### config.mk
export PLATFORM = sky130hd
export DESIGN_NAME = elevator_collision_tracker_flat
export DESIGN_NICKNAME = d
export VERILOG_FILES = /design/src/rtl/elevator_collision_tracker_pkg.sv /design/src/rtl/elevator_collision_tracker_if.sv /design/src/rtl/elevator_collision_tracker_lane.sv /design/src/rtl/elevator_collision_tracker.sv /design/src/flat_wrapper.sv
export SDC_FILE = /design/constraint.sdc
export NUM_CORES = 1
export LEC_CHECK = 0
export CORE_MARGIN = 2
export CORE_UTILIZATION = 30
export DETAILED_ROUTE_END_ITERATION = 6
export GPL_ROUTABILITY_DRIVEN = 0
export GPL_TIMING_DRIVEN = 0
export HOLD_SLACK_MARGIN = 0.08
export MAX_ROUTING_LAYER = met4
export SLEW_MARGIN = 30
export SYNTH_ARGS = -nofsm -noshare
export SYNTH_HDL_FRONTEND = slang
export SYNTH_SLANG_ARGS = --single-unit
### constraint.sdc
create_clock -name clk -period 4.1 [get_ports clk]
set_input_delay 1.23 -clock clk [delete_from_list [all_inputs] [get_ports clk]]
set_output_delay 1.23 -clock clk [all_outputs]
set_load 0.01 [all_outputs]
### src/rtl/elevator_collision_tracker_pkg.sv
// Shared types and constants for the elevator collision tracker.
// Lane bus slicing helper keeps packed-lane indexing in one place.
package elevator_pkg;

    typedef enum logic [1:0] {
        PLAY = 2'd0,
        HOLD = 2'd1,
        OVER = 2'd2
    } state_t;

    localparam int DEF_NUM_ELEV = 3;
    localparam int DEF_COORD_W  = 10;
    localparam int DEF_SCORE_W  = 8;
    localparam int DEF_LIVES    = 3;
    localparam int DEF_HOLDOFF  = 30;

    function automatic int lane_lo(input int i, input int w);
        return i * w;
    endfunction

endpackage

### src/rtl/elevator_collision_tracker_if.sv
// Bundle between position logic, the tracker and the display blocks.
// master drives frame/lane/player inputs, slave is the tracker.
interface elevator_collision_tracker_if #(
    parameter int NUM_ELEV = 3,
    parameter int COORD_W  = 10,
    parameter int SCORE_W  = 8
);
    localparam int IDX_W = $clog2(NUM_ELEV) + 1;

    logic                        frame_tick;
    logic                        restart;
    logic [NUM_ELEV*COORD_W-1:0] elev_top;
    logic [NUM_ELEV*COORD_W-1:0] elev_bot;
    logic [NUM_ELEV*COORD_W-1:0] elev_l;
    logic [NUM_ELEV*COORD_W-1:0] elev_r;
    logic [COORD_W-1:0]          pt;
    logic [COORD_W-1:0]          pb;
    logic [COORD_W-1:0]          pl;
    logic [COORD_W-1:0]          pr;
    logic                        hit;
    logic [IDX_W-1:0]            hit_idx;
    logic                        in_gap;
    logic                        inc_score;
    logic [SCORE_W-1:0]          score;
    logic [2:0]                  lives;
    logic                        game_over;

    modport master (
        output frame_tick, restart,
        output elev_top, elev_bot, elev_l, elev_r,
        output pt, pb, pl, pr,
        input  hit, hit_idx, in_gap, inc_score,
        input  score, lives, game_over
    );

    modport slave (
        input  frame_tick, restart,
        input  elev_top, elev_bot, elev_l, elev_r,
        input  pt, pb, pl, pr,
        output hit, hit_idx, in_gap, inc_score,
        output score, lives, game_over
    );

endinterface

### src/rtl/elevator_collision_tracker_lane.sv
// One elevator lane: collision/gap/pass compares plus the arm flop
// that lets a lane score only once per upward crossing.
module elev_lane #(
    parameter int COORD_W = 10
) (
    input  logic               clk,
    input  logic               rst_n,
    input  logic               frame_tick,
    input  logic               restart,
    input  logic               freeze,
    input  logic [COORD_W-1:0] top,
    input  logic [COORD_W-1:0] bot,
    input  logic [COORD_W-1:0] l,
    input  logic [COORD_W-1:0] r,
    input  logic [COORD_W-1:0] pt,
    input  logic [COORD_W-1:0] pb,
    input  logic [COORD_W-1:0] pl,
    input  logic [COORD_W-1:0] pr,
    output logic               col,
    output logic               gap,
    output logic               pass
);
    logic arm;
    logic vov;
    logic algn;

    assign vov  = (pt >= bot) && (pt < top);
    assign algn = (pl >= l) && (pr <= r);
    assign gap  = algn && (pt >= bot) && (pb <= top);
    assign col  = vov && !gap;
    assign pass = arm && (pb >= top);

    // Re-arm only once the player is fully below the lane again.
    always_ff @(posedge clk or negedge rst_n) begin
        if (!rst_n) begin
            arm <= 1'b1;
        end else if (restart) begin
            arm <= 1'b1;
        end else if (frame_tick && !freeze) begin
            if (pass) begin
                arm <= 1'b0;
            end else if (pb < bot) begin
                arm <= 1'b1;
            end
        end
    end

endmodule

### src/rtl/elevator_collision_tracker.sv
// Frame-strobed collision tracker: N lanes vs player box, score,
// lives and a hit-holdoff / game-over state machine.
module elevator_collision_tracker
    import elevator_pkg::*;
#(
    parameter int NUM_ELEV = DEF_NUM_ELEV,
    parameter int COORD_W  = DEF_COORD_W,
    parameter int SCORE_W  = DEF_SCORE_W,
    parameter int LIVES    = DEF_LIVES,
    parameter int HOLDOFF  = DEF_HOLDOFF
) (
    input logic clk,
    input logic rst_n,
    elevator_collision_tracker_if.slave bus
);
    localparam int IDX_W = $clog2(NUM_ELEV) + 1;
    localparam int PC_W  = $clog2(NUM_ELEV + 1);
    localparam int SUM_W = ((SCORE_W > PC_W) ? SCORE_W : PC_W) + 1;
    localparam int CNT_W = $clog2(HOLDOFF + 1);

    localparam logic [SUM_W-1:0] SCORE_MAX  = SUM_W'({SCORE_W{1'b1}});
    localparam logic [2:0]       LIVES_INIT = 3'(LIVES);
    localparam logic [CNT_W-1:0] HOLD_LOAD  = CNT_W'(HOLDOFF - 1);

    state_t             state_q, state_d;
    logic [CNT_W-1:0]   cnt_q, cnt_d;
    logic [SCORE_W-1:0] score_q, score_d;
    logic [2:0]         lives_q, lives_d;
    logic               hit_q, hit_d;
    logic               inc_q, inc_d;
    logic [IDX_W-1:0]   idx_q, idx_d;
    logic               gap_q, gap_d;

    logic [NUM_ELEV-1:0] col;
    logic [NUM_ELEV-1:0] gap;
    logic [NUM_ELEV-1:0] pass;
    logic                over;
    logic [PC_W-1:0]     pc;
    logic [IDX_W-1:0]    col_idx;
    logic [SUM_W-1:0]    sum;
    logic [SCORE_W-1:0]  score_sat;

    assign over = (state_q == OVER);

    for (genvar i = 0; i < NUM_ELEV; i++) begin : g_lane
        elev_lane #(
            .COORD_W(COORD_W)
        ) u_lane (
            .clk       (clk),
            .rst_n     (rst_n),
            .frame_tick(bus.frame_tick),
            .restart   (bus.restart),
            .freeze    (over),
            .top       (bus.elev_top[lane_lo(i, COORD_W) +: COORD_W]),
            .bot       (bus.elev_bot[lane_lo(i, COORD_W) +: COORD_W]),
            .l         (bus.elev_l[lane_lo(i, COORD_W) +: COORD_W]),
            .r         (bus.elev_r[lane_lo(i, COORD_W) +: COORD_W]),
            .pt        (bus.pt),
            .pb        (bus.pb),
            .pl        (bus.pl),
            .pr        (bus.pr),
            .col       (col[i]),
            .gap       (gap[i]),
            .pass      (pass[i])
        );
    end

    always_comb begin
        pc      = '0;
        col_idx = '0;
        for (int i = 0; i < NUM_ELEV; i++) begin
            pc = pc + PC_W'(pass[i]);
        end
        // Scan downward so the lowest colliding lane wins.
        for (int i = NUM_ELEV - 1; i >= 0; i--) begin
            if (col[i]) begin
                col_idx = IDX_W'(i);
            end
        end
        sum = SUM_W'(score_q) + SUM_W'(pc);
        if (sum > SCORE_MAX) begin
            score_sat = SCORE_MAX[SCORE_W-1:0];
        end else begin
            score_sat = sum[SCORE_W-1:0];
        end
    end

    always_comb begin
        state_d = state_q;
        cnt_d   = cnt_q;
        score_d = score_q;
        lives_d = lives_q;
        hit_d   = 1'b0;
        inc_d   = 1'b0;
        idx_d   = idx_q;
        gap_d   = gap_q;
        if (bus.restart) begin
            state_d = PLAY;
            cnt_d   = '0;
            score_d = '0;
            lives_d = LIVES_INIT;
        end else if (bus.frame_tick && !over) begin
            score_d = score_sat;
            inc_d   = (score_sat != score_q);
            gap_d   = |gap;
            unique case (state_q)
                PLAY: begin
                    if (|col) begin
                        lives_d = lives_q - 3'd1;
                        hit_d   = 1'b1;
                        idx_d   = col_idx;
                        if (lives_q == 3'd1) begin
                            state_d = OVER;
                        end else begin
                            state_d = HOLD;
                            cnt_d   = HOLD_LOAD;
                        end
                    end
                end
                HOLD: begin
                    if (cnt_q == '0) begin
                        state_d = PLAY;
                    end else begin
                        cnt_d = cnt_q - CNT_W'(1);
                    end
                end
                default: begin
                    state_d = state_q;
                end
            endcase
        end
    end

    always_ff @(posedge clk or negedge rst_n) begin
        if (!rst_n) begin
            state_q <= PLAY;
            cnt_q   <= '0;
            score_q <= '0;
            lives_q <= LIVES_INIT;
            hit_q   <= 1'b0;
            inc_q   <= 1'b0;
            idx_q   <= '0;
            gap_q   <= 1'b0;
        end else begin
            state_q <= state_d;
            cnt_q   <= cnt_d;
            score_q <= score_d;
            lives_q <= lives_d;
            hit_q   <= hit_d;
            inc_q   <= inc_d;
            idx_q   <= idx_d;
            gap_q   <= gap_d;
        end
    end

    assign bus.hit       = hit_q;
    assign bus.hit_idx   = idx_q;
    assign bus.in_gap    = gap_q;
    assign bus.inc_score = inc_q;
    assign bus.score     = score_q;
    assign bus.lives     = lives_q;
    assign bus.game_over = over;

endmodule

### src/flat_wrapper.sv
// flat-port wrapper written by rule: the top's interface ports become plain ports
module elevator_collision_tracker_flat import elevator_pkg::*;
#(
    parameter int NUM_ELEV = DEF_NUM_ELEV,
    parameter int COORD_W  = DEF_COORD_W,
    parameter int SCORE_W  = DEF_SCORE_W,
    parameter int LIVES    = DEF_LIVES,
    parameter int HOLDOFF  = DEF_HOLDOFF
)
  (clk, rst_n, bus_frame_tick, bus_restart, bus_elev_top, bus_elev_bot, bus_elev_l, bus_elev_r, bus_pt, bus_pb, bus_pl, bus_pr, bus_hit, bus_hit_idx, bus_in_gap, bus_inc_score, bus_score, bus_lives, bus_game_over);
  elevator_collision_tracker_if #(.NUM_ELEV(NUM_ELEV), .COORD_W(COORD_W), .SCORE_W(SCORE_W)) bus_i ();
  input logic clk;
  input logic rst_n;
  input wire logic [$bits(bus_i.frame_tick)-1:0] bus_frame_tick;
  input wire logic [$bits(bus_i.restart)-1:0] bus_restart;
  input wire logic [$bits(bus_i.elev_top)-1:0] bus_elev_top;
  input wire logic [$bits(bus_i.elev_bot)-1:0] bus_elev_bot;
  input wire logic [$bits(bus_i.elev_l)-1:0] bus_elev_l;
  input wire logic [$bits(bus_i.elev_r)-1:0] bus_elev_r;
  input wire logic [$bits(bus_i.pt)-1:0] bus_pt;
  input wire logic [$bits(bus_i.pb)-1:0] bus_pb;
  input wire logic [$bits(bus_i.pl)-1:0] bus_pl;
  input wire logic [$bits(bus_i.pr)-1:0] bus_pr;
  output wire logic [$bits(bus_i.hit)-1:0] bus_hit;
  output wire logic [$bits(bus_i.hit_idx)-1:0] bus_hit_idx;
  output wire logic [$bits(bus_i.in_gap)-1:0] bus_in_gap;
  output wire logic [$bits(bus_i.inc_score)-1:0] bus_inc_score;
  output wire logic [$bits(bus_i.score)-1:0] bus_score;
  output wire logic [$bits(bus_i.lives)-1:0] bus_lives;
  output wire logic [$bits(bus_i.game_over)-1:0] bus_game_over;
  assign bus_i.frame_tick = bus_frame_tick;
  assign bus_i.restart = bus_restart;
  assign bus_i.elev_top = bus_elev_top;
  assign bus_i.elev_bot = bus_elev_bot;
  assign bus_i.elev_l = bus_elev_l;
  assign bus_i.elev_r = bus_elev_r;
  assign bus_i.pt = bus_pt;
  assign bus_i.pb = bus_pb;
  assign bus_i.pl = bus_pl;
  assign bus_i.pr = bus_pr;
  assign bus_hit = bus_i.hit;
  assign bus_hit_idx = bus_i.hit_idx;
  assign bus_in_gap = bus_i.in_gap;
  assign bus_inc_score = bus_i.inc_score;
  assign bus_score = bus_i.score;
  assign bus_lives = bus_i.lives;
  assign bus_game_over = bus_i.game_over;
  elevator_collision_tracker #(.NUM_ELEV(NUM_ELEV), .COORD_W(COORD_W), .SCORE_W(SCORE_W), .LIVES(LIVES), .HOLDOFF(HOLDOFF)) u_core (.clk(clk), .rst_n(rst_n), .bus(bus_i));
endmodule
# After elaboration in Yosys (flattened, before gate mapping)
# Cells that the tools add are included.
[totals]
register_bits = 27
inputBits = 164
elab_cells = 129
[classes]
n_addsub = 5
magnitude_cmp = 22
eq_ne = 8
n_mux = 40
bitwise_logic = 1
n_reduce_logical = 42
[op_table]
columns = ["op", "count"]
rows = [
  ["10-bit >= comparator", 9],
  ["10-bit less-or-equal comparator", 6],
  ["10-bit less-than comparator", 6],
  ["5-bit 2-to-1 mux", 5],
  ["8-bit 2-to-1 mux", 3],
  ["1-bit logical AND", 19],
  ["1-bit 2-to-1 mux", 18],
  ["3-bit 2-to-1 mux", 6],
  ["2-bit 2-to-1 mux", 6],
  ["3-bit nonzero test", 4],
  ["5-bit one-hot mux with 2 select lines", 1],
  ["8-bit by 2-bit adder with 9-bit output", 1],
  ["9-bit by 8-bit > comparator with 1-bit output (second input constant)", 1],
  ["8-bit inequality test", 1],
  ["2-bit AND reduction", 4],
  ["4-bit AND reduction", 2],
  ["3-bit by 2-bit inequality test with 1-bit output (second input constant)", 2],
  ["3-bit inequality test (second input constant)", 2],
  ["2-bit nonzero test", 3],
  ["3-bit OR reduction", 2],
  ["5-bit logical NOT", 1],
  ["5-bit AND reduction", 1],
  ["5-bit by 1-bit subtractor with 5-bit output (second input constant)", 1],
  ["1-bit logical NOT", 4],
  ["10 further kinds", 10],
]

# Longest topological paths before layout
# Gate-level depths: netlist (run 1).
[logic_depth]
depth_word = 11
depth_mapped = 19

# By module
# A second synthesis (run 1) with hierarchy kept.
[hier_totals]
cells_unflattened = 705
hier_area_um2 = 5721.7
[by_module_without_submodules]
columns = ["mod", "instances", "cells_per_inst", "area_each_um2", "seq_area_each_um2"]
rows = [
  ["elev_lane (u_core.g_lane[0].u_lane ...)", 2, 187, 1441.4, 26.3],
  ["elev_lane (u_core.g_lane[1].u_lane)", 1, 188, 1473.9, 26.3],
  ["elevator_collision_tracker", 1, 143, 1365.1, 578.1],
]

# Least setup slack after synthesis (run 1)
# Ideal clock, no wire load.
[synth_path]
path_kind = "input -> register"
from = "input bus_elev_top[27]"
to = "register u_core.inc_q (netlist: u_core.bus.inc_score)"
t_arrival_ps = 4613
path_slack_ps = -595
cell_stages = 18
cell_sequence = "inv_1 ha_1 a211oi_1 nor2_1 a2111o_1 o21a_1 xor2_1 ha_1 ha_1 inv_1 fa_1 nor3b_1 nand4_1 nand3_1 o21ai_0 nand3_1 o31ai_1 a31oi_1"
[synth_via]
elab_chain_cells = 9
[synth_lines]
columns = ["element", "line", "rtl"]
rows = [
  ["start, declared", "flat_wrapper.sv:16", "input wire logic [$bits(bus_i.elev_top)-1:0] bus_elev_top;"],
  ["10-bit >= comparator *", "elevator_collision_tracker_lane.sv:31", "assign pass = arm && (pb >= top);"],
  ["1-bit logical AND *", "elevator_collision_tracker_lane.sv:31", ""],
  ["2-bit by 1-bit adder with 2-bit output *", "elevator_collision_tracker.sv:72", "pc = pc + PC_W'(pass[i]);"],
  ["8-bit by 2-bit adder with 9-bit output *", "elevator_collision_tracker.sv:80", "sum = SUM_W'(score_q) + SUM_W'(pc);"],
  ["9-bit by 8-bit > comparator with 1-bit output", "elevator_collision_tracker.sv:81", "if (sum > SCORE_MAX) begin"],
  ["8-bit 2-to-1 mux *", "elevator_collision_tracker.sv:81", ""],
  ["8-bit inequality test *", "elevator_collision_tracker.sv:104", "inc_d = (score_sat != score_q);"],
  ["1-bit 2-to-1 mux *", "elevator_collision_tracker.sv:102", "end else if (bus.frame_tick && !over) begin"],
  ["1-bit 2-to-1 mux *", "elevator_collision_tracker.sv:97", "if (bus.restart) begin"],
  ["via u_core.inc_d", "elevator_collision_tracker.sv:30", "logic inc_q, inc_d;"],
  ["end signal, assigned", "elevator_collision_tracker.sv:150", "inc_q <= inc_d;"],
  ["end, declared", "elevator_collision_tracker.sv:30", ""],
]
# The timed path passes the listed nets; every way through them passes the cells marked *.
# A chain may end at the register's enable or synchronous reset.

# Final worst setup path (run 1)
[layout_path]
from = "input bus_pb[0]"
to = "register u_core.inc_q (netlist: u_core.bus.inc_score)"
[layout_via]
elab_chain_cells = 10
[layout_lines]
columns = ["element", "line", "rtl"]
rows = [
  ["start, declared", "flat_wrapper.sv:21", "input wire logic [$bits(bus_i.pb)-1:0] bus_pb;"],
  ["10-bit >= comparator", "elevator_collision_tracker_lane.sv:31", ""],
  ["1-bit logical AND", "elevator_collision_tracker_lane.sv:31", ""],
  ["1-bit by 1-bit adder with 2-bit output", "elevator_collision_tracker.sv:72", ""],
  ["2-bit by 1-bit adder with 2-bit output *", "elevator_collision_tracker.sv:72", ""],
  ["8-bit by 2-bit adder with 9-bit output *", "elevator_collision_tracker.sv:80", ""],
  ["9-bit by 8-bit > comparator with 1-bit output", "elevator_collision_tracker.sv:81", ""],
  ["8-bit 2-to-1 mux *", "elevator_collision_tracker.sv:81", ""],
  ["8-bit inequality test *", "elevator_collision_tracker.sv:104", ""],
  ["1-bit 2-to-1 mux *", "elevator_collision_tracker.sv:102", ""],
  ["1-bit 2-to-1 mux *", "elevator_collision_tracker.sv:97", ""],
  ["via u_core.inc_d", "elevator_collision_tracker.sv:30", ""],
]
# Marked as above.

==> key figures, run 1 <==
Layout
  • Share of cells above drive strength 1: 0.2000
  • Fin cells: 1174
  • Fill count: 1845
  • Final core utilization: 0.4704
  • Area Overhead vs Synth: 53.40%
  • Ant diodes: 0
  • Final #Nets: 1287

Synthesis
  • Post-synthesis cell count: 704
  • Yosys cell types: 71
  • EDFF count, synth: 0
  • Syn_area_per_cell: 8.147 um^2
  • Register area share after synthesis: 0.1145
  • Syn Std Cell Area: 5736 um^2
  • Ys Warns: 0
  • Synthesized Nets: 1050
  • Post-synth ARST share: 1.000
  • Synthesized flop and latch total: 26
  • Commonest register cell after synthesis: dfrtp_1

Power and ir drop
  • Sequential share of power: 0.205
  • VDD IR max: 0.1440 mV
  • Net Sw Power: 615.0 uW
  • Sw Share: 0.3733
  • Clock network fraction of design power: 0.179
  • Total power: 1647 uW
  • Internal: 1032 uW
  • Pleak: 0.004396 uW
  • Combinational power share: 0.616
  • P per Cell Area: 187.2 nW/um^2

STA
  • Setup ws final: -0.2170 ns
  • Fin crit share: 1.053
  • Unrepaired setup endpoints after global routing: yes
  • Max-slew violations: 0
  • Setup TNS: -0.5251 ns
  • Final clock skew: 0.007169 ns
  • Fmax: 0.2316 GHz
  • Final hold vios: 0
  • Minimum clock period: 4.317 ns
  • Setup violations, final: 7
  • Slew HR: 0.5821
  • Worst-Margin Slew: 0.6269 ns

Global route
  • Met1 capacity usage during global routing: 0.2492
  • Total congestion overflow: 0
  • Initial antenna violation count: 0
  • Total track usage: 0.1858
  • M3 GR Usage: 0.009758
  • First-pass GRT wire length: 29.55 mm
  • Vias in the first global route: 5908
  • Most used routing layer: met2
  • Largest net degree at the start of global routing: 27
  • Met2 Resource Use GR: 0.3148

Setup path
  • CP Buf/Inv Count: 5
  • Crit path max-delay family: compound AO/OA/AOI/OAI gates
  • Critical path fanouts, max: 7
  • Crit path capture type: register
  • WP data required: 4.28 ns
  • Max incr delay on CP: 0.39 ns
  • CP Class: input pin to register
  • Crit-path slowest cell: fa_2
  • WP data arrival: 4.49 ns
  • Critical Path Start Type: input pin
  • Crit path cell chain: buf_4, inv_4, ha_4, inv_1, a21o_1, a221oi_4, o21ai_2, o21a_1, xor2_1, ha_1, ha_2, inv_2, fa_2, nor3b_4, nand4_1, buf_6, nand3_2, o21ai_1, nand3_1, o31ai_2, a31oi_1

Job
  • Max cap viols: 0

Place
  • Dpl cells: 1118
  • IO Port Bufs: 180
  • Worst slack, placed: -1.622 ns
  • Final HPWL DP: 14.95 mm

Clock network
  • CTS tree: built
  • CTS H-tree lvls: 1
  • Clock Sinks: 26
  • CTS Hold Bufs: 0
  • Clock buffer depth: 2
  • Root buffer cell: clkbuf_16
  • CTS Buf Count: 3
  • Clock transition at path regs: 0.07 ns
  • Clock Latency Late Sink: 0.27 ns

Status
  • Outcome: complete, but fails checks
  • Failing checks: setup timing

Die
  • Row cnt: 50
  • IO Count: 182
  • Die H: 142.3 um
  • Initial Util: 0.3066
  • Core ar.: 18710 um^2
  • Die area: 20240 um^2
  • Die span in x: 142.3 um

Drt
  • DRT iter0 DRCs: 168
  • DR WL/cell: 15.76 um
  • Final WL: 18.50 mm
  • Vias per cell: 5.059
  • Initial DRT Pass Iterations: 4
  • Post-route ant nets: 0
  • DR DRC count: 0
  • Via count: 5939

Min path
  • Hold WC Path Type: register to register
==> power by group through the flow <==
stage	sequential [uW]	clock (uW)	combinational, uW
after global routing	345	311	1140
after detailed placement	343	0	903
after global placement	342	0	891
after floorplan	345	0	508
after CTS	339	299	973
final	338	295	1010
==> cells in the mapped netlist, types with 3 or more instances <==
cell type / number / area [um^2]
and4_1: 3 / 26.28
a311oi_1: 6 / 52.55
o21a_1: 8 / 60.06
nor2b_1: 5 / 31.28
inv_1: 138 / 518.0
nand2b_1: 19 / 118.9
dfrtp_1: 21 / 525.5
dfstp_2: 5 / 131.4
nor2_1: 42 / 157.7
a211oi_1: 21 / 157.7
a211oi_2: 3 / 37.54
a2111o_1: 3 / 33.78
nand4_1: 12 / 75.07
a211o_1: 5 / 43.79
nand2_1: 26 / 97.59
a2111oi_0: 3 / 26.28
and3_1: 6 / 37.54
ha_1: 181 / 2265
o41ai_1: 4 / 35.03
o21ai_0: 42 / 210.2
o211ai_1: 10 / 75.07
a21oi_1: 33 / 165.2
nand3_1: 13 / 65.06
nor3b_1: 3 / 22.52
nor3_1: 6 / 30.03
o21ai_1: 3 / 15.01
a21o_1: 21 / 157.7
a31oi_1: 5 / 31.28
o31ai_1: 3 / 22.52
and2_1: 3 / 18.77
==> registers in the layout, summed over array words and instances, names as in the netlist <==
name                      cells
u_core.bus.in_gap             1
u_core.cnt_q                  5
u_core.g_lane.u_lane.arm      3
u_core.bus.lives              3
u_core.state_q                2
u_core.bus.hit_idx            2
u_core.bus.score              8
u_core.bus.inc_score          1
u_core.bus.hit                1
==> layout by cell type (no fill, tap or decap), drive strengths merged, types with 3 or more instances in the layout <==
master         synthesis  final
buf                    5     83
nor2b                  5      5
o41ai                  4      4
dlymetal6s2s           0      5
and4                   3      3
clkbuf                 1      5
nor2                  42     42
o211ai                10     10
a211oi                25     25
a311oi                 6      6
and2                   4      4
dfrtp                 21     21
o31ai                  3      3
a21o                  22     22
nand4                 12     12
ha                   181    181
o21a                   8      8
a221oi                 3      3
dfstp                  5      5
nand2b                19     19
nand2                 26     26
a2111o                 3      3
clkdlybuf4s15          0      3
o21ai                 45     45
inv                  138    138
nor3b                  3      3
a211o                  5      5
clkdlybuf4s50          0    144
a21oi                 33     33
a2111oi                4      4
a31oi                  5      5
and3                   6      6
nand3                 13     13
nor3                   6      6
==> worst reg2reg max path, cell delays in order, from the launching register on <==
cell and delay (ns):
dfstp_2 0.53, o21a_1 0.16, xor2_1 0.08, ha_1 0.29, ha_2 0.18, inv_2 0.04, fa_2 0.39, nor3b_4 0.21
nand4_1 0.14, buf_6 0.17, nand3_2 0.05, o21ai_1 0.06, nand3_1 0.08, o31ai_2 0.07, a31oi_1 0.23
==> cell type report <==
class	instances	area [um^2]	share of cell area
buffer	6	42.54	0.004835
clock buffer	3	75.07	0.008532
clock inverter	1	30.03	0.003413
inverter	138	530.5	0.06030
multi-input combinational	534	4969	0.5647
sequential	26	656.9	0.07466
tap	234	292.8	0.03328
timing repair buffer	232	2202	0.2503
==> metal layers <==
metal | part of all wire | wire (um) | up-vias
li1 | - | - | 3023
met1 | 0.48 | 8867 | 2748
met2 | 0.47 | 8666 | 145
met3 | 0.037 | 680 | 23
met4 | 0.015 | 286 | 0
met5 | 0 | 0 | -
==> cells by family (layout without fill, tap and decap cells) <==
logic type / Yosys count / in the layout / synth area share
compound gates: 197 / 197 / 0.2437
xor+xnor: 2 / 2 / 0.003055
fa+ha+maj: 182 / 182 / 0.3983
buf+inv: 144 / 380 / 0.09773
flops: 26 / 26 / 0.1145
mux: 3 / 3 / 0.005672
other cells: 1 / 1 / 0.0006538
simple gates: 149 / 149 / 0.1363
==> through the flow <==
step | hold WS, ns | cell area [um^2]
CTS | 0.4938 | 8501
floorplan | 0.4926 | 5877
detailed placement | 0.4774 | 7966
finish | 0.4920 | 8798
global route | 0.5345 | 8798
global placement | 0.4820 | 7971
==> timing repair <==
item | in CTS | in global routing
cloned | 1 | 0
pin swaps | 40 | 39
buffers inserted | 40 | 12
setup endpoints to repair | 22 | 20
gates resized for setup | 174 | 44
==> final timing paths <==
kind / start / to / slack (ns) / cells past startpoint
max: bus_pb[0] / u_core.bus.inc_score$_DFF_PN0_ / -0.22 / 21
min: u_core.bus.hit_idx[1]$_DFFE_PN0P_ / u_core.bus.hit_idx[1]$_DFFE_PN0P_ / 0.49 / 1
min reg2reg: u_core.bus.hit_idx[1]$_DFFE_PN0P_ / u_core.bus.hit_idx[1]$_DFFE_PN0P_ / 0.49 / 1
max in group asynchronous: rst_n / u_core.bus.hit_idx[0]$_DFFE_PN0P_ / 2.71 / 1
max reg2reg: u_core.g_lane[1].u_lane.arm$_DFFE_PN1P_ / u_core.bus.inc_score$_DFF_PN0_ / 1.34 / 14
min in group asynchronous: rst_n / u_core.bus.lives[2]$_DFFE_PN0P_ / 0.97 / 1
No activity file was read; power rests on OpenSTA's default activity.
==> run 2: changes to the inputs <==
ABC_AREA = 1   (was not set)
clock period = 4.9 ns   (was 4.1 ns; I/O delays follow)
==> key figures, run 2 <==
Status
  • Outcome: complete, no violations

Synthesis
  • Most frequent cells after synthesis: nand2_1 (259), inv_1 (214), ha_1 (181), nor2_1 (68), a21oi_1 (50)
  • Ys Warns: 0
  • Syn_area_per_cell: 6.568 um^2
  • Ranking of synthesized cells by area: ha_1 (36%), nand2_1 (15%), inv_1 (13%)
  • Commonest register cell after synthesis: dfrtp_1
  • Synth Area in Adders: 0.3619
  • Synthesized Nets: 1307
  • Post-synthesis simple-gate area fraction: 0.2961
  • Most common cell in the netlist: nand2_1
  • Synthesized flop and latch total: 26
  • Top cell type's share of synthesized area: 0.3588
  • Largest family of logic cells by synthesized area: adder cells
  • Synth Area in XOR/XNOR: 0.009713
  • Mux cell area share after synthesis: 0
  • Yosys cell types: 42
  • Synth Area in Compound Gates: 0.09257
  • Post-synthesis cell count: 961
  • Register area share after synthesis: 0.1041
  • Yosys top cell by area: ha_1
  • Syn Std Cell Area: 6312 um^2
  • Post-synth ARST share: 1.000
  • EDFF count, synth: 0

Clock network
  • Clock Latency Late Sink: 0.26 ns
  • Clock buffer depth: 2
  • Clock transition at path regs: 0.07 ns
  • CTS H-tree lvls: 1
  • Root buffer cell: clkbuf_16
  • Clock Sinks: 26
  • CTS tree: built
  • CTS Hold Bufs: 0
  • CTS Buf Count: 3

Place
  • Dpl cell area: 8443 um^2
  • IO Port Bufs: 179
  • Final HPWL DP: 15.72 mm

Setup path
  • Launching point of the worst reg2reg path: u_core.g_lane[2].u_lane.arm$_DFFE_PN1P_
  • CP endpoint: u_core.bus.inc_score$_DFF_PN0_
  • Launch point of the worst path: bus_elev_top[23]
  • R2r worst-path depth: 13
  • R2r setup slk: 2.10 ns
  • Worst reg2reg path endpoint: u_core.bus.inc_score$_DFF_PN0_
  • WP data arrival: 4.89 ns
  • Critical Path Start Type: input pin
  • Critical path fanouts, max: 3
  • Crit path capture type: register
  • WP data required: 5.03 ns
  • CP Class: input pin to register

Drt
  • Post-route ant nets: 0
  • Via count: 6348
  • DRT iter0 DRCs: 187
  • DR WL/cell: 12.61 um
  • DR DRC count: 0
  • Vias per cell: 4.448
  • Initial DRT Pass Iterations: 4
  • Final WL: 17.99 mm

STA
  • Worst-Margin Slew: 0.6038 ns
  • Setup TNS: 0 ns
  • Final hold vios: 0
  • Setup violations, final: 0
  • Fmax: 0.2101 GHz
  • Minimum clock period: 4.760 ns
  • Fin crit share: 0.9715
  • Slew HR: 0.5975
  • Final clock skew: 0.004787 ns
  • Final hold slack: 0.4804 ns
  • Max-slew violations: 0

Power and ir drop
  • VDD IR max: 0.1681 mV
  • Pleak: 0.004946 uW
  • P per Cell Area: 179.1 nW/um^2

Layout
  • Number of flip-flops in the largest register: 8
  • Post-route cell area: 8761 um^2
  • Most frequent cells in the layout: nand2_1 (251), inv_1 (201), ha_1 (172)
  • Commonest non-fill, non-tap cell in the layout: nand2_1
  • Ant diodes: 0
  • Final #Nets: 1499
  • Share of cells above drive strength 1: 0.09028
  • Area Overhead vs Synth: 38.79%

Global route
  • Initial antenna violation count: 0
  • First-pass GRT wire length: 29.74 mm
  • Vias in the first global route: 6395
  • Total track usage: 0.1680
  • Total congestion overflow: 0
  • Largest net degree at the start of global routing: 27

Die
  • IO Count: 182
  • Row cnt: 53
  • Die span in x: 149.1 um
  • Initial Util: 0.3031
  • Die H: 149.1 um
  • Core ar.: 20820 um^2
  • Die area: 22220 um^2

Min path
  • Hold WC Path Type: register to register

Job
  • Max cap viols: 0
[run 2: cell type report]
type,instances,area [um^2]
timing repair buffer,187,1849
clock buffer,4,88.84
fill,2216,12060
tap,275,344.1
inverter,221,829.5
buffer,4,22.52
sequential,26,656.9
multi-input combinational,710,4970
[run 2: per-stage QoR]
stage / worst slack (ns) / power (uW) / cells / utilization
6_report: 0.1395 / 1569 / 1427 / 0.4207
5_1_grt: -0.05871 / 1762 / 1427 / 0.4207
3_5_place_dp: -0.6139 / 1338 / 1415 / 0.4055
4_1_cts: 0.01387 / 1549 / 1423 / 0.4109
3_3_place_gp: -0.6244 / 1320 / 1415 / 0.4057
2_1_floorplan: 0.5591 / 948.7 / 961 / -
[run 2: worst max-delay path, stage by stage]
cell and delay (ns):
clkdlybuf4s50_1 0.47, inv_2 0.05, ha_4 0.26, nand2_1 0.06
nor2_2 0.14, nand3_1 0.13, nand4_1 0.16, nand2_2 0.11
xor2_2 0.18, ha_1 0.28, ha_2 0.18, inv_2 0.04
fa_2 0.41, nor3_4 0.18, nand2_1 0.10, nor3_2 0.17
nand2_2 0.11, nand2_2 0.11, xor2_2 0.16, a41oi_2 0.12
[run 2: per-layer routing]
metal	vias up	global-route usage	part of all wire
li1	3433	-	-
met1	2769	0.2093	0.46
met2	140	0.2977	0.47
met3	6	0.02813	0.066
met4	0	0.01238	0.0038
met5	-	-	0
[run 2: worst min-delay path by stage]
stage	from	to	slack, ns	depth (start not counted)
after global placement	u_core.bus.hit_idx[0]$_DFFE_PN0P_	u_core.bus.hit_idx[0]$_DFFE_PN0P_	0.45	2
final	u_core.cnt_q[0]$_DFFE_PN0P_	u_core.cnt_q[0]$_DFFE_PN0P_	0.48	2
after global routing	u_core.cnt_q[1]$_DFFE_PN0P_	u_core.cnt_q[1]$_DFFE_PN0P_	0.52	2
after CTS	u_core.cnt_q[0]$_DFFE_PN0P_	u_core.cnt_q[0]$_DFFE_PN0P_	0.48	2
after floorplan	u_core.cnt_q[0]$_DFFE_PN0P_	u_core.cnt_q[0]$_DFFE_PN0P_	0.44	2
after detailed placement	u_core.bus.hit_idx[1]$_DFFE_PN0P_	u_core.bus.hit_idx[1]$_DFFE_PN0P_	0.46	2
[run 2: what timing repair did]
| action | in CTS | in global routing |
|---|---|---|
| hold endpoints to repair | 0 | 0 |
| buffers inserted | 4 | 4 |
| gates resized for setup | 11 | 52 |
| setup endpoints to repair | 7 | 6 |
| pin swaps | 6 | 24 |
[run 2: power by group]
part           internal [uW]  switching (uW)
clock network            125            77.2
registers                283            45.4
logic                    477             562
total                    885             684
[run 2: logic make-up (layout without fill, tap and decap cells)]
group	count (synthesis)	in the layout
compound gates	96	96
xor+xnor	7	7
fa+ha+maj	182	182
buf+inv	225	416
flops	26	26
other cells	1	1
simple gates	424	424
==> run 3: changes to the inputs <==
CORE_MARGIN = not set   (was 2)
CTS_BUF_LIST = sky130_fd_sc_hd__clkbuf_8   (was not set)
==> key figures, run 3 (synthesis gave the netlist of run 2 again) <==
Status
  • Outcome: complete, no violations

Drt
  • DRT iter0 DRCs: 201
  • Initial DRT Pass Iterations: 5
  • Vias per cell: 4.463
  • Via count: 6355
  • DR WL/cell: 12.61 um
  • DR DRC count: 0
  • Final WL: 17.96 mm
  • Post-route ant nets: 0

Clock network
  • Clock Sinks: 26
  • CTS Buf Count: 3
  • Root buffer cell: clkbuf_8
  • CTS H-tree lvls: 1
  • Clock Latency Late Sink: 0.27 ns
  • CTS Hold Bufs: 0
  • Clock transition at path regs: 0.09 ns
  • CTS tree: built
  • Clock buffer depth: 2

STA
  • Fin crit share: 0.9671
  • Final hold vios: 0
  • Worst-Margin Slew: 0.6094 ns
  • Max-slew violations: 0
  • Setup TNS: 0 ns
  • Fmax: 0.2110 GHz
  • Minimum clock period: 4.739 ns
  • Slew HR: 0.5937
  • Final clock skew: 0.002055 ns
  • Setup violations, final: 0

Layout
  • Register area: 656.9 um^2
  • Final #Nets: 1501
  • Final core utilization: 0.4285
  • Most frequent cells in the layout: nand2_1 (251), inv_1 (199), ha_1 (169)
  • Share of cells above drive strength 1: 0.09445
  • Fin cells: 1424
  • Commonest non-fill, non-tap cell in the layout: nand2_1
  • Post-route cell area: 8753 um^2
  • Ant diodes: 0
  • Fill count: 2162
  • Area Overhead vs Synth: 38.67%
  • Area occupied by multi-input gates: 4991 um^2
  • Number of flip-flops in the largest register: 8

Global route
  • M3 GR Usage: 0.01615
  • Met2 Resource Use GR: 0.2903
  • Total congestion overflow: 0
  • Vias in the first global route: 6192
  • First-pass GRT wire length: 29.11 mm
  • Initial antenna violation count: 0
  • Met1 capacity usage during global routing: 0.2207
  • Largest net degree at the start of global routing: 27
  • Most used routing layer: met2
  • Total track usage: 0.1708

Die
  • Core ar.: 20430 um^2
  • Die span in x: 147.1 um
  • Die area: 21630 um^2
  • IO Count: 182
  • Initial Util: 0.3090
  • Row cnt: 52
  • Die H: 147.1 um

Power and ir drop
  • Net Sw Power: 674.1 uW
  • Combinational power share: 0.689
  • Internal: 834.8 uW
  • Sequential share of power: 0.217
  • Sw Share: 0.4468
  • Pleak: 0.004947 uW
  • VDD IR max: 0.1268 mV
  • P per Cell Area: 172.4 nW/um^2
  • Clock network fraction of design power: 0.094

Setup path
  • Crit-path slowest cell: clkdlybuf4s50_1
  • Crit path cell chain: clkdlybuf4s50_1, inv_2, ha_4, nand2_2, nor2_4, nand4_1, nand4_1, nand2_2, xor2_1, ha_1, ha_2, inv_2, fa_2, nor3_4, nand2_2, nor3_4, nand2_2, nand2_2, xor2_1, a41oi_1
  • R2r worst-path depth: 13
  • Critical path fanouts, max: 6
  • Crit path capture type: register
  • WP data required: 5.05 ns
  • CP Class: input pin to register
  • CP most frequent cell: nand2_2
  • WP data arrival: 4.89 ns
  • Max incr delay on CP: 0.47 ns
  • Critical Path Start Type: input pin

Job
  • Max cap viols: 0

Place
  • Dpl cells: 1410
  • Final HPWL DP: 15.46 mm
  • IO Port Bufs: 179
  • Dpl cell area: 8437 um^2

Min path
  • Hold WC Path Type: register to register
  • WHS Path Cells: 2
-- run 3: cell count changes in the layout (fill, tap and decap cells not counted), sizes merged --
cell         before  now
buf              13   15
dlygate4sd2       6    5
clkbuf            7    8
-- run 3: worst max-delay path: cells and delay by family --
family                     cells  cell delay [ns]
buffers and inverters          3             0.56
adders and majority gates      4             1.14
and+or+nand+nor               10             1.29
xor gates and xnor gates       2             0.29
AOI/OAI and AO/OA              1             0.12
-- run 3: power groups by stage --
stage | sequential [uW] | clock [uW] | combinational (uW)
CTS | 327 | 147 | 1010
finish | 328 | 141 | 1040
floorplan | 339 | 0 | 610
global placement | 330 | 0 | 988
global route | 336 | 155 | 1190
detailed placement | 330 | 0 | 1010
-- run 3: what timing repair did --
action | 4_1_cts | 5_1_grt
endpoints found under the setup margin | 7 | 7
setup buffers | 1 | 9
resized for setup | 10 | 58
pin swaps | 3 | 19
-- run 3: final timing paths --
check / startpoint / end / slack, ns
hold reg to reg: u_core.cnt_q[0]$_DFFE_PN0P_ / u_core.cnt_q[0]$_DFFE_PN0P_ / 0.48
hold / removal: u_core.cnt_q[0]$_DFFE_PN0P_ / u_core.cnt_q[0]$_DFFE_PN0P_ / 0.48
setup / recovery: bus_elev_top[13] / u_core.bus.inc_score$_DFF_PN0_ / 0.16
min in group asynchronous: rst_n / u_core.bus.score[6]$_DFFE_PN0P_ / 1.20
max in group asynchronous: rst_n / u_core.bus.lives[2]$_DFFE_PN0P_ / 3.30
setup reg to reg: u_core.g_lane[1].u_lane.arm$_DFFE_PN1P_ / u_core.bus.inc_score$_DFF_PN0_ / 2.11
-- run 3: final cells by class --
class,instances,area share
well taps,270,0.03859
clock buffers,4,0.006289
multi-input cells,710,0.5702
plain buffers,4,0.002573
inverters,221,0.09477
repair buffers,189,0.2125
flip-flops and latches,26,0.07504
-- run 3: through the flow --
| step | hold WS (ns) | power (uW) | worst slack [ns] |
|---|---|---|---|
| floorplan | 0.4419 | 948.7 | 0.5591 |
| global placement | 0.4529 | 1318 | -0.5271 |
| detailed placement | 0.4615 | 1337 | -0.5525 |
| CTS | 0.4857 | 1486 | 0.03497 |
| global route | 0.5104 | 1681 | -0.07658 |
| finish | 0.4809 | 1509 | 0.1613 |
-- run 3: layer usage --
layer | wire, um | share of wire | vias up
met5 | 0 | 0 | -
met4 | 301 | 0.017 | 0
met3 | 844 | 0.047 | 16
met2 | 8246 | 0.46 | 160
met1 | 8563 | 0.48 | 2742
li1 | - | - | 3437
